**src/rtl/rand_disp_pkg.sv**
```systemverilog
// Shared types and constants for the random-result tracker.
// The 7-segment patterns are gfedcba, active-high.
package rand_disp_pkg;

  typedef enum logic {S_WAIT, S_TRACK} state_t;

  localparam int DEF_DATA_W     = 4;
  localparam int DEF_SETTLE_CYC = 8;
  localparam int DEF_DEPTH      = 4;

  localparam logic [6:0] SEG_BLANK = 7'h00;

  localparam logic [6:0] SEG_DIGIT [0:9] = '{
    7'h3F, 7'h06, 7'h5B, 7'h4F, 7'h66,
    7'h6D, 7'h7D, 7'h07, 7'h7F, 7'h6F
  };

  // Splits 0..63 into {tens, ones} with constant compares/subtracts, no divider.
  function automatic logic [7:0] bin_to_bcd2(input logic [5:0] v);
    logic [3:0] tens;
    logic [5:0] rem;
    tens = 4'd0;
    rem  = v;
    for (int k = 6; k >= 1; k--) begin
      if (tens == 4'd0 && v >= 6'(10 * k)) begin
        tens = 4'(k);
        rem  = v - 6'(10 * k);
      end
    end
    return {tens, rem[3:0]};
  endfunction

endpackage

```
**src/rtl/seg7_decoder.sv**
```systemverilog
// Combinational single-digit 7-segment decoder with a blank override.
// Out-of-range digits also produce a blank pattern.
module seg7_decoder
  import rand_disp_pkg::*;
(
  input  logic [3:0] i_digit,
  input  logic       i_blank,
  output logic [6:0] o_seg
);

  always_comb begin
    o_seg = SEG_BLANK;
    if (!i_blank && i_digit <= 4'd9)
      o_seg = SEG_DIGIT[i_digit];
  end

endmodule

```
**src/rtl/rand_result_tracker.sv**
```systemverilog
// Detects when the random stream settles, keeps a short history of settled values
// and shows the selected entry on two 7-segment digits.
// Define RAND_TRACK_SEG_ACTIVE_LOW_EN for inverted (common-anode) segment outputs.
//
//   state   | meaning
//   S_WAIT  | idle; constant data ignored until the value changes
//   S_TRACK | counting consecutive unchanged samples toward a commit
module rand_result_tracker
  import rand_disp_pkg::*;
#(
  parameter int DATA_W     = DEF_DATA_W,
  parameter int SETTLE_CYC = DEF_SETTLE_CYC,
  parameter int DEPTH      = DEF_DEPTH
) (
  input  logic                     i_clk,
  input  logic                     i_rst,
  input  logic [DATA_W-1:0]        i_data,
  input  logic                     i_browse,
  output logic                     o_commit,
  output logic                     o_valid,
  output logic [$clog2(DEPTH)-1:0] o_hist_idx,
  output logic [DATA_W-1:0]        o_result,
  output logic [6:0]               o_seg_tens,
  output logic [6:0]               o_seg_ones
);

  localparam int IDX_W = $clog2(DEPTH);
  localparam int CNT_W = $clog2(SETTLE_CYC);
  localparam int NUM_W = $clog2(DEPTH + 1);

`ifdef RAND_TRACK_SEG_ACTIVE_LOW_EN
  localparam logic [6:0] SEG_POL = 7'h7F;
`else
  localparam logic [6:0] SEG_POL = 7'h00;
`endif

  state_t              r_state;
  logic [CNT_W-1:0]    r_cnt;
  logic [DATA_W-1:0]   r_d_prev;
  logic [DATA_W-1:0]   r_hist [DEPTH];
  logic [NUM_W-1:0]    r_num;
  logic [IDX_W-1:0]    r_idx;
  logic                r_commit;
  logic                r_valid;
  logic [DATA_W-1:0]   r_result;
  logic [6:0]          r_seg_tens;
  logic [6:0]          r_seg_ones;

  logic                w_change;
  logic                w_do_commit;
  logic [NUM_W-1:0]    w_idx_inc;
  logic [DATA_W-1:0]   w_sel;
  logic [7:0]          w_bcd;
  logic [6:0]          w_seg_tens;
  logic [6:0]          w_seg_ones;

  assign w_change    = (i_data != r_d_prev);
  assign w_do_commit = (r_state == S_TRACK) && !w_change &&
                       (r_cnt == CNT_W'(SETTLE_CYC - 1));
  assign w_idx_inc   = NUM_W'(r_idx) + NUM_W'(1);

  always_ff @(posedge i_clk) begin
    if (i_rst) begin
      r_state  <= S_WAIT;
      r_cnt    <= '0;
      r_d_prev <= '0;
      for (int k = 0; k < DEPTH; k++) r_hist[k] <= '0;
      r_num    <= '0;
      r_idx    <= '0;
      r_commit <= 1'b0;
      r_valid  <= 1'b0;
    end else begin
      r_d_prev <= i_data;
      r_commit <= 1'b0;

      case (r_state)
        S_WAIT: begin
          r_cnt <= '0;
          if (w_change) r_state <= S_TRACK;
        end
        S_TRACK: begin
          if (w_change) begin
            r_cnt <= '0;
          end else if (w_do_commit) begin
            r_cnt   <= '0;
            r_state <= S_WAIT;
          end else begin
            r_cnt <= r_cnt + CNT_W'(1);
          end
        end
        default: begin
          r_state <= S_WAIT;
          r_cnt   <= '0;
        end
      endcase

      // Commit takes priority over a coincident browse request.
      if (w_do_commit) begin
        for (int k = DEPTH - 1; k > 0; k--) r_hist[k] <= r_hist[k-1];
        r_hist[0] <= i_data;
        if (r_num != NUM_W'(DEPTH)) r_num <= r_num + NUM_W'(1);
        r_idx    <= '0;
        r_commit <= 1'b1;
        r_valid  <= 1'b1;
      end else if (i_browse && r_num != '0) begin
        r_idx <= (w_idx_inc == r_num) ? '0 : IDX_W'(w_idx_inc);
      end
    end
  end

  assign w_sel = r_hist[r_idx];
  assign w_bcd = bin_to_bcd2(6'(w_sel));

  seg7_decoder u_dec_tens (
    .i_digit (w_bcd[7:4]),
    .i_blank (!r_valid || w_bcd[7:4] == 4'd0),
    .o_seg   (w_seg_tens)
  );

  seg7_decoder u_dec_ones (
    .i_digit (w_bcd[3:0]),
    .i_blank (!r_valid),
    .o_seg   (w_seg_ones)
  );

  always_ff @(posedge i_clk) begin
    if (i_rst) begin
      r_result   <= '0;
      r_seg_tens <= SEG_BLANK ^ SEG_POL;
      r_seg_ones <= SEG_BLANK ^ SEG_POL;
    end else begin
      r_result   <= w_sel;
      r_seg_tens <= w_seg_tens ^ SEG_POL;
      r_seg_ones <= w_seg_ones ^ SEG_POL;
    end
  end

  assign o_commit   = r_commit;
  assign o_valid    = r_valid;
  assign o_hist_idx = r_idx;
  assign o_result   = r_result;
  assign o_seg_tens = r_seg_tens;
  assign o_seg_ones = r_seg_ones;

endmodule

```
**config.mk**
```make
export PLATFORM = sky130hd
export DESIGN_NAME = rand_result_tracker
export DESIGN_NICKNAME = d
export VERILOG_FILES = /design/src/rtl/rand_disp_pkg.sv /design/src/rtl/seg7_decoder.sv /design/src/rtl/rand_result_tracker.sv
export SDC_FILE = /design/constraint.sdc
export NUM_CORES = 1
export LEC_CHECK = 0
export BUFFER_PORTS_ARGS = -buffer_cell sky130_fd_sc_hd__buf_4
export CORE_ASPECT_RATIO = 1.25
export CORE_MARGIN = 2
export CORE_UTILIZATION = 51
export CTS_CLUSTER_SIZE = 20
export DETAILED_ROUTE_END_ITERATION = 6
export PLACE_DENSITY = 0.75
export RECOVER_POWER = 25
export SLEW_MARGIN = 15
export SYNTH_ARGS = -nofsm -noshare
export SYNTH_HDL_FRONTEND = slang
export SYNTH_SLANG_ARGS = --single-unit
```
**constraint.sdc**
```tcl
create_clock -name i_clk -period 2.5 [get_ports i_clk]
set_input_delay 0.5 -clock i_clk [delete_from_list [all_inputs] [get_ports i_clk]]
set_output_delay 0.5 -clock i_clk [all_outputs]
set_load 0.01 [all_outputs]
```
# == Yosys cells after proc, flatten, opt, wreduce, memory -nomap -nowiden ==
# Memories as Yosys holds them, arrays and structs flattened. A register that Yosys moved wholly into a read port is not among the register bits.
# Cells that the tools add are included.
# W data, S select, Z words.
# op_classes
add_sub_neg,5
order_cmp,4
n_eq_ne,4
mux,23
bitwise_logic,9
n_reduce_logical,17
# ops
operator,n
$mux W4,7
$not A4 Y5,2
$mux W3,3
$le A4 B4 Y1 const B,2
$logic_not A4 Y1,2
$mux W1,8
$sub A4 B4 Y4 const B,2
$add A3 B1 Y3 const B,2
$ge A4 B6 Y1 const B,1
$logic_and A1 B1 Y1,6
$mux W2,3
$pmux W3 S2,1
$reduce_or A2 Y1,3
$ge A4 B4 Y1 const B,1
$ne A4 B4 Y1,1
$or A1 B1 Y1,4
$add A2 B1 Y3 const B,1
$eq A3 B3 Y1,1
$eq A3 B3 Y1 const B,1
$logic_not A1 Y1,3
$ne A3 B3 Y1 const B,1
$not A1 Y1,3
$reduce_bool A3 Y1,1
$pmux W1 S2,1
other kinds (2),2
# word_totals
register_bits,19
ram_bits,16
mem_bits_ro,224
in_bits,7
out_inout_bits,22
word_cells,73
n_memories,3
# memory_table
name,depth,width,rd,rd_clocked_by_memory_dff,write_ports,line_no,rtl
(name not given),16,7,1,1,0,seg7_decoder.sv:14,o_seg = SEG_DIGIT[i_digit];
(name not given),16,7,1,1,0,seg7_decoder.sv:14,
r_hist,4,4,4,1,4,rand_result_tracker.sv:40,logic [DATA_W-1:0] r_hist [DEPTH];

# == Logic depth before layout (Yosys ltp) ==
# Gate-level depths: netlist of run 1.
# depth
depth_word,11
ltp_mapped,11
depth_no_buf,11

# == Hierarchy ==
# From an unflattened synthesis of run 1, not the netlist that was laid out.
# unflattened
hier_cells,221
area_unflattened_um2,2421.1
# modules_own_cells
mod,instances,cells_each,area_each_um2,seq_area_each_um2
rand_result_tracker,1,159,1960.6,1181.1
seg7_decoder,2,31,230.2,0.0

# == Worst setup path before layout of run 1 ==
# No wires, ideal clock.
# synth_path
path_type,register to register
start,reg with a tool-made name
end,reg r_seg_ones[5] (netlist: o_seg_ones[5])
setup_time_ps,67
arrival_time_ps,2375
t_required_ps,2433
setup_slack_ps,58
path_stages_with_launch,9
n_path_buf,0
synth_period_minus_slack_ps,2442
cell_sequence,dfxtp_1 mux4_2 ha_1 a21oi_1 o21a_1 inv_1 ha_1 or4_4 o21ai_2
# synth_rtl
element,line_no,rtl
end: declaration,rand_result_tracker.sv:47,logic [6:0] r_seg_ones;

==> qor.csv, run 1 <==
metric,value,unit
clk_pin_slew_worst_paths,0.08,ns
fin_util,62.0,%
worstPathMaxFanout,6,
drv_slew,0,
synthCells,185,
diodes,0,
drt_iter0_markers,48,
cts_made_buffers,5,
critical_path_arrival,2.58,ns
placementRows,26,
layout_setup_ws,0.112,ns
grt_overflow,0,
startpoint,r_hist[3][1],
drive_gt1_share,21.1,%
hold_ws,0.431,ns
p_per_area,579,nW/um^2
r2r_end,o_seg_ones[6],
max_freq,419,MHz
ys.flop_type,dfxtp_1,
fin_nets,247,
cts_hold_buf,0,
clock_path_buffers,2,
yosys_warnings,0,
finalNonFillerCells,284,
die_area,4670,um^2
vias,1424,
cts-root-buf,clkbuf_8,
place_inst,274,
postPlaceCellArea,2430,um^2
yosysSeqAreaShare,51.2,%
wl_per_cell,12.8,um
routed_via_density,5.01,
ant_nets,0,
hold_path.class,reg -> reg,
crit_required,2.69,ns
setup_viol,0,
cp-start-kind,flip-flop,
hpwl,2.64,mm
r2r-start,r_hist[3][1],
status,"finished, final reports clean",
detailedPlace.worstSlack,0.0601,ns
r2r_setup_slack,0.11,ns
synth_cell_type_count,41,
multiInputGateArea,937,um^2
dr.pass1.iters,4,
syn_area_per_cell,11.4,um^2
synthToLayoutAreaGrowth,18.5,%
grt_antenna_before_repair,0,
design_area,2500,um^2
ys_async_sr_fraction,0,%
wirelength,3.63,mm
power_leakage,1.07,nW
worst-slew-pin-transition,0.841,ns
crit_path_end,o_seg_ones[6],
pin_count,29,
die_y,75.9,um
cp-end-kind,flip-flop,
crit_type,reg -> reg,
cts_tree,done,
die_x,61.5,um
port_buffers,27,
grt_use_total,16.6,%
clock_skew,0.00503,ns
place.gp.congestion,0.903,
grt_pass1_vias,1328,
initial_core_util,52.3,%
ys_ff_latch,46,
vdd_ir_drop_max,451,uV
grt_pass1_wl,5.76,mm
coreArea,4030,um^2
cap_violations,0,
ctsHtreeMaxLevel,2,
drc,0,
timing.slew.headroom,43.9,%
fill_cells,363,
cts.sinks,46,
finalHoldViolCount,0,
synth-edff-count,16,
finalCriticalPeriod,2.39,ns
clock_latency,0.29,ns
r2r_cells,10,
syn_area,2110,um^2
seq_area,1080,um^2
grt_max_degree,21,
fin_crit_sh,95.5,%
-- critical path, stage by stage, from the launching register on --
cell,delay (ns)
edfxtp_1,0.40
mux4_2,0.50
buf_4,0.17
nand2b_1,0.19
o21a_1,0.25
ha_1,0.23
nor2_2,0.18
mux2i_1,0.10
nor2_1,0.09
a221o_1,0.13
o21ai_2,0.05
-- area by class of cell --
| type | instances | share of cell area (%) |
|---|---|---|
| flip-flops and latches | 46 | 43.3 |
| multi-input cells | 118 | 37.5 |
| repair buffers | 42 | 10.1 |
| clock buffers | 7 | 3.05 |
| well taps | 56 | 2.80 |
| inverters | 14 | 2.10 |
| clock inverters | 1 | 1.20 |
-- worst min-delay path by stage --
stage | slack, ns | start | end | depth (start not counted)
2_1_floorplan | 0.41 | r_cnt[0] | r_cnt[0] | 1
4_1_cts | 0.43 | r_cnt[0] | r_cnt[0] | 1
3_5_place_dp | 0.42 | r_cnt[0] | r_cnt[0] | 1
3_3_place_gp | 0.42 | r_cnt[0] | r_cnt[0] | 1
5_1_grt | 0.44 | i_data[3] | r_d_prev[3] | 2
6_report | 0.43 | r_cnt[0] | r_cnt[0] | 1
-- state kept, by name, indices dropped and copies added, names as in the netlist, named ones only --
register and cells:
r_cnt 3, o_commit 1, r_num 3, o_seg_ones 7
r_state 1, r_hist 16, o_result 4, o_seg_tens 2
o_hist_idx 2, o_valid 1, r_d_prev 4
-- layer usage --
layer	share of wire (%)	track usage, %	up-vias
met4	2.6	7.66	0
met1	40	18.5	669
met2	53	27.9	31
met3	3.8	4.61	8
met5	0	0	-
li1	-	-	716
-- timing repair --
item / 4_1_cts / 5_1_grt
gates resized for setup: 0 / 4
setup buffers: 0 / 2
setup endpoints to repair: 0 / 5
-- report_power, final --
| part | switching, mW | internal, mW | total (mW) |
|---|---|---|---|
| Combinational | 0.0638 | 0.0512 | 0.115 |
| Sequential | 0.00765 | 0.789 | 0.796 |
| Clock | 0.236 | 0.299 | 0.535 |
-- Yosys cell counts, drive strengths merged, types with 2 or more instances --
cell | number | area share [%]
a21oi | 6 | 1.4
nor2b | 5 | 1.5
and2 | 18 | 5.3
dfxtp | 30 | 28
o21bai | 2 | 1.4
clkbuf | 2 | 0.36
buf | 6 | 2.0
mux2i | 4 | 1.9
edfxtp | 16 | 23
ha | 13 | 7.7
nor2 | 12 | 2.1
xnor2 | 2 | 0.83
o21ai | 4 | 1.5
xor2 | 6 | 2.5
mux4 | 4 | 4.4
nor4 | 2 | 0.59
nand2 | 8 | 1.4
nor3 | 11 | 2.8
inv | 14 | 2.5
o21a | 2 | 0.71
nand2b | 3 | 0.89
-- stage by stage --
step	total power [mW]	setup TNS [ns]
floorplan	0.886	0
global placement	0.926	0
detailed placement	0.928	0
CTS	1.46	0
global route	1.51	-0.0107
finish	1.45	0
-- cell families (layout without fill, tap and decap cells) --
logic type | count (synthesis) | after routing | share of synthesized area [%]
DFF | 46 | 46 | 51.2
muxes | 8 | 8 | 6.35
other | 1 | 2 | 0.178
buffers and inverters | 22 | 64 | 4.86
and+or+nand+nor | 63 | 63 | 16.1
adders and majority gates | 13 | 13 | 7.71
AOI/OAI and AO/OA | 24 | 24 | 10.3
xor gates and xnor gates | 8 | 8 | 3.32
-- placed cells by master (no fill, tap or decap), drive strengths merged, types with 2 or more instances in the layout --
cell,count
dfxtp,30
buf,25
clkbuf,24
and2,18
edfxtp,16
inv,14
ha,13
nor2,12
nor3,11
nand2,8
a21oi,6
xor2,6
nor2b,5
mux2i,4
mux4,4
o21ai,4
nand2b,3
o21a,2
nor4,2
xnor2,2
conb,2
o21bai,2
(Power assumes the default switching activity.)
==> inputs of run 2 (changes only) <==
--- a/config.mk
+++ b/config.mk
@@ -5,7 +5,7 @@
 export SDC_FILE = /design/constraint.sdc
 export NUM_CORES = 1
 export LEC_CHECK = 0
-export BUFFER_PORTS_ARGS = -buffer_cell sky130_fd_sc_hd__buf_4
+export BUFFER_PORTS_ARGS = -buffer_cell sky130_fd_sc_hd__buf_2
 export CORE_ASPECT_RATIO = 1.25
 export CORE_MARGIN = 2
 export CORE_UTILIZATION = 51
==> run 2 against run 1 <==
Compared with the run above: sequential cell count did not move; first-iteration DRC count fell by 29%; global-route usage rose by 0.78 points.
==> qor.csv, run 2 (synthesis results as in run 1) <==
metric,value,unit,change
cts-root-buf,clkbuf_8,,unchanged
combPwrFrac,7.7,%,was 8.0%
crit_top_cell,ha_1,,
crit_type,reg -> reg,,unchanged
p_per_area,566,nW/um^2,was 579 nW/um^2
diodes,0,,unchanged
r2r_cells,8,,was 10
worst_path_max_delay_cell,or4_4,,was mux4_2
synthToLayoutAreaGrowth,16.0,%,was 18.5%
die_x,61.5,um,unchanged
clock_path_buffers,2,,unchanged
drt_iter0_markers,34,,was 48
cts_tree,done,,unchanged
grt_max_degree,21,,unchanged
cts_made_buffers,5,,unchanged
die_area,4670,um^2,unchanged
post_cts_buffers,0,,unchanged
pin_count,29,,unchanged
clock_latency,0.29,ns,about the same
place.gp.congestion,0.884,,was 0.903
grt_antenna_before_repair,0,,unchanged
cp-start-kind,flip-flop,,unchanged
status,"finished, final reports clean",,unchanged
top_register,r_hist,,unchanged
min_path_cells,1,,unchanged
switching_power,0.298,mW,was 0.308 mW
grt_overflow,0,,unchanged
cp-end-kind,flip-flop,,unchanged
finalCriticalPeriod,2.36,ns,was 2.39 ns
wirelength,3.54,mm,was 3.63 mm
vdd_ir_drop_max,407,uV,was 451 uV
fin_nets,244,,was 247
crit_required,2.72,ns,was 2.69 ns
die_y,75.9,um,unchanged
hold_path.class,reg -> reg,,unchanged
p_total,1.39,mW,was 1.45 mW
fin_crit_sh,94.5,%,was 95.5%
layout_setup_ws,0.137,ns,was 0.112 ns
grt_use_total,17.3,%,was 16.6%
worst-slew-pin-transition,0.847,ns,was 0.841 ns
wl_per_cell,12.6,um,was 12.8 um
clock_skew,0.00861,ns,was 0.00503 ns
drive_gt1_share,20.4,%,was 21.1%
worstPathMaxFanout,4,,was 6
coreArea,4030,um^2,unchanged
power_leakage,1.05,nW,was 1.07 nW
grt_pass1_vias,1397,,was 1328
setup_tns,0,ns,unchanged
detailedPlace.worstSlack,0.0511,ns,was 0.0601 ns
design_area,2450,um^2,was 2500 um^2
finalHoldViolCount,0,,unchanged
hpwl,2.73,mm,was 2.64 mm
ctsHtreeMaxLevel,2,,unchanged
worstPathCellList,mux4_2 -> ha_1 -> a21oi_1 -> o21a_2 -> inv_2 -> ha_1 -> or4_4 -> o21ai_2,,was mux4_2 -> buf_4 -> nand2b_1 -> o21a_1 -> ha_1 -> nor2_2 -> mux2i_1 -> nor2_1 -> a221o_1 -> o21ai_2
cap_violations,0,,unchanged
fin_util,60.6,%,was 62.0%
layout_common_cells,"dfxtp_1 (29), and2_1 (18), clkbuf_1 (18)",,"was dfxtp_1 (29), buf_4 (25), clkbuf_1 (19)"
dr.pass1.iters,4,,unchanged
port_buffers,27,,unchanged
drv_slew,0,,unchanged
pwr-share-clk,34.9,%,was 37.0%
routed_via_density,4.92,,was 5.01
clk_pin_slew_worst_paths,0.08,ns,about the same
timing.slew.headroom,43.5,%,was 43.9%
largest_register_ffs,16,,unchanged
drc,0,,unchanged
postPlaceCellArea,2360,um^2,was 2430 um^2
sw_frac_of_total,21.5,%,was 21.3%
cp_slowest_stage_delay,0.54,ns,was 0.50 ns
initial_core_util,52.3,%,unchanged
setup_viol,0,,unchanged
ant_nets,0,,unchanged
cts.sinks,46,,unchanged
max_freq,423,MHz,was 419 MHz
vias,1382,,was 1424
mostFrequentLayoutCell,dfxtp_1,,unchanged
pwr-share-seq,57.4,%,was 55.0%
critical_path_arrival,2.59,ns,was 2.58 ns
grt_pass1_wl,6.04,mm,was 5.76 mm
placementRows,26,,unchanged
p_int,1.09,mW,was 1.14 mW
==> run 2: path summary, 6_finish.rpt <==
check	start	endpoint	slack [ns]
worst max-delay path	flip-flop	o_seg_ones[6]	0.14
worst min register to register	r_cnt[0]	r_cnt[0]	0.43
worst max register to register	flip-flop	o_seg_ones[6]	0.14
worst min-delay path	r_cnt[0]	r_cnt[0]	0.43
==> run 2: stage by stage <==
| step | instances | hold slack [ns] |
|---|---|---|
| after floorplan | 186 | 0.405 |
| after global placement | 273 | 0.416 |
| after detailed placement | 273 | 0.420 |
| after CTS | 281 | 0.432 |
| after global routing | 281 | 0.443 |
| final | 281 | 0.427 |
==> run 2: layout make-up <==
class	count	area, um^2
multi-input cells	118	936
flip-flops and latches	46	1080
inverters	14	52.6
repair buffers	39	201
clock inverters	1	3.75
well taps	56	70.1
fillers	363	1590
clock buffers	7	97.6
==> run 2: worst max-delay path, delay by kind of cell (launching register included) <==
kind	cells	cell delay [ns]
simple gates	1	0.54
mux	1	0.52
fa+ha+maj	2	0.41
compound gates	3	0.39
flops	1	0.37
buf+inv	1	0.06
==> run 2: power groups by stage <==
stage / Clock (mW) / Combinational (mW) / Sequential (mW)
floorplan: 0 / 0.0731 / 0.813
global placement: 0 / 0.106 / 0.813
detailed placement: 0 / 0.108 / 0.814
CTS: 0.500 / 0.108 / 0.796
global route: 0.539 / 0.119 / 0.798
finish: 0.484 / 0.107 / 0.795
==> run 2: metal layers <==
layer	global-route usage [%]	wire, um	vias up
met3	5.29	114	5
li1	-	-	709
met4	7.02	42	0
met2	29.9	1940	24
met5	0	0	-
met1	18.8	1440	644
==> run 2: repair_timing <==
action,in CTS,in global routing
hold buffers,0,0
gates resized for setup,0,6
setup endpoints to repair,0,5
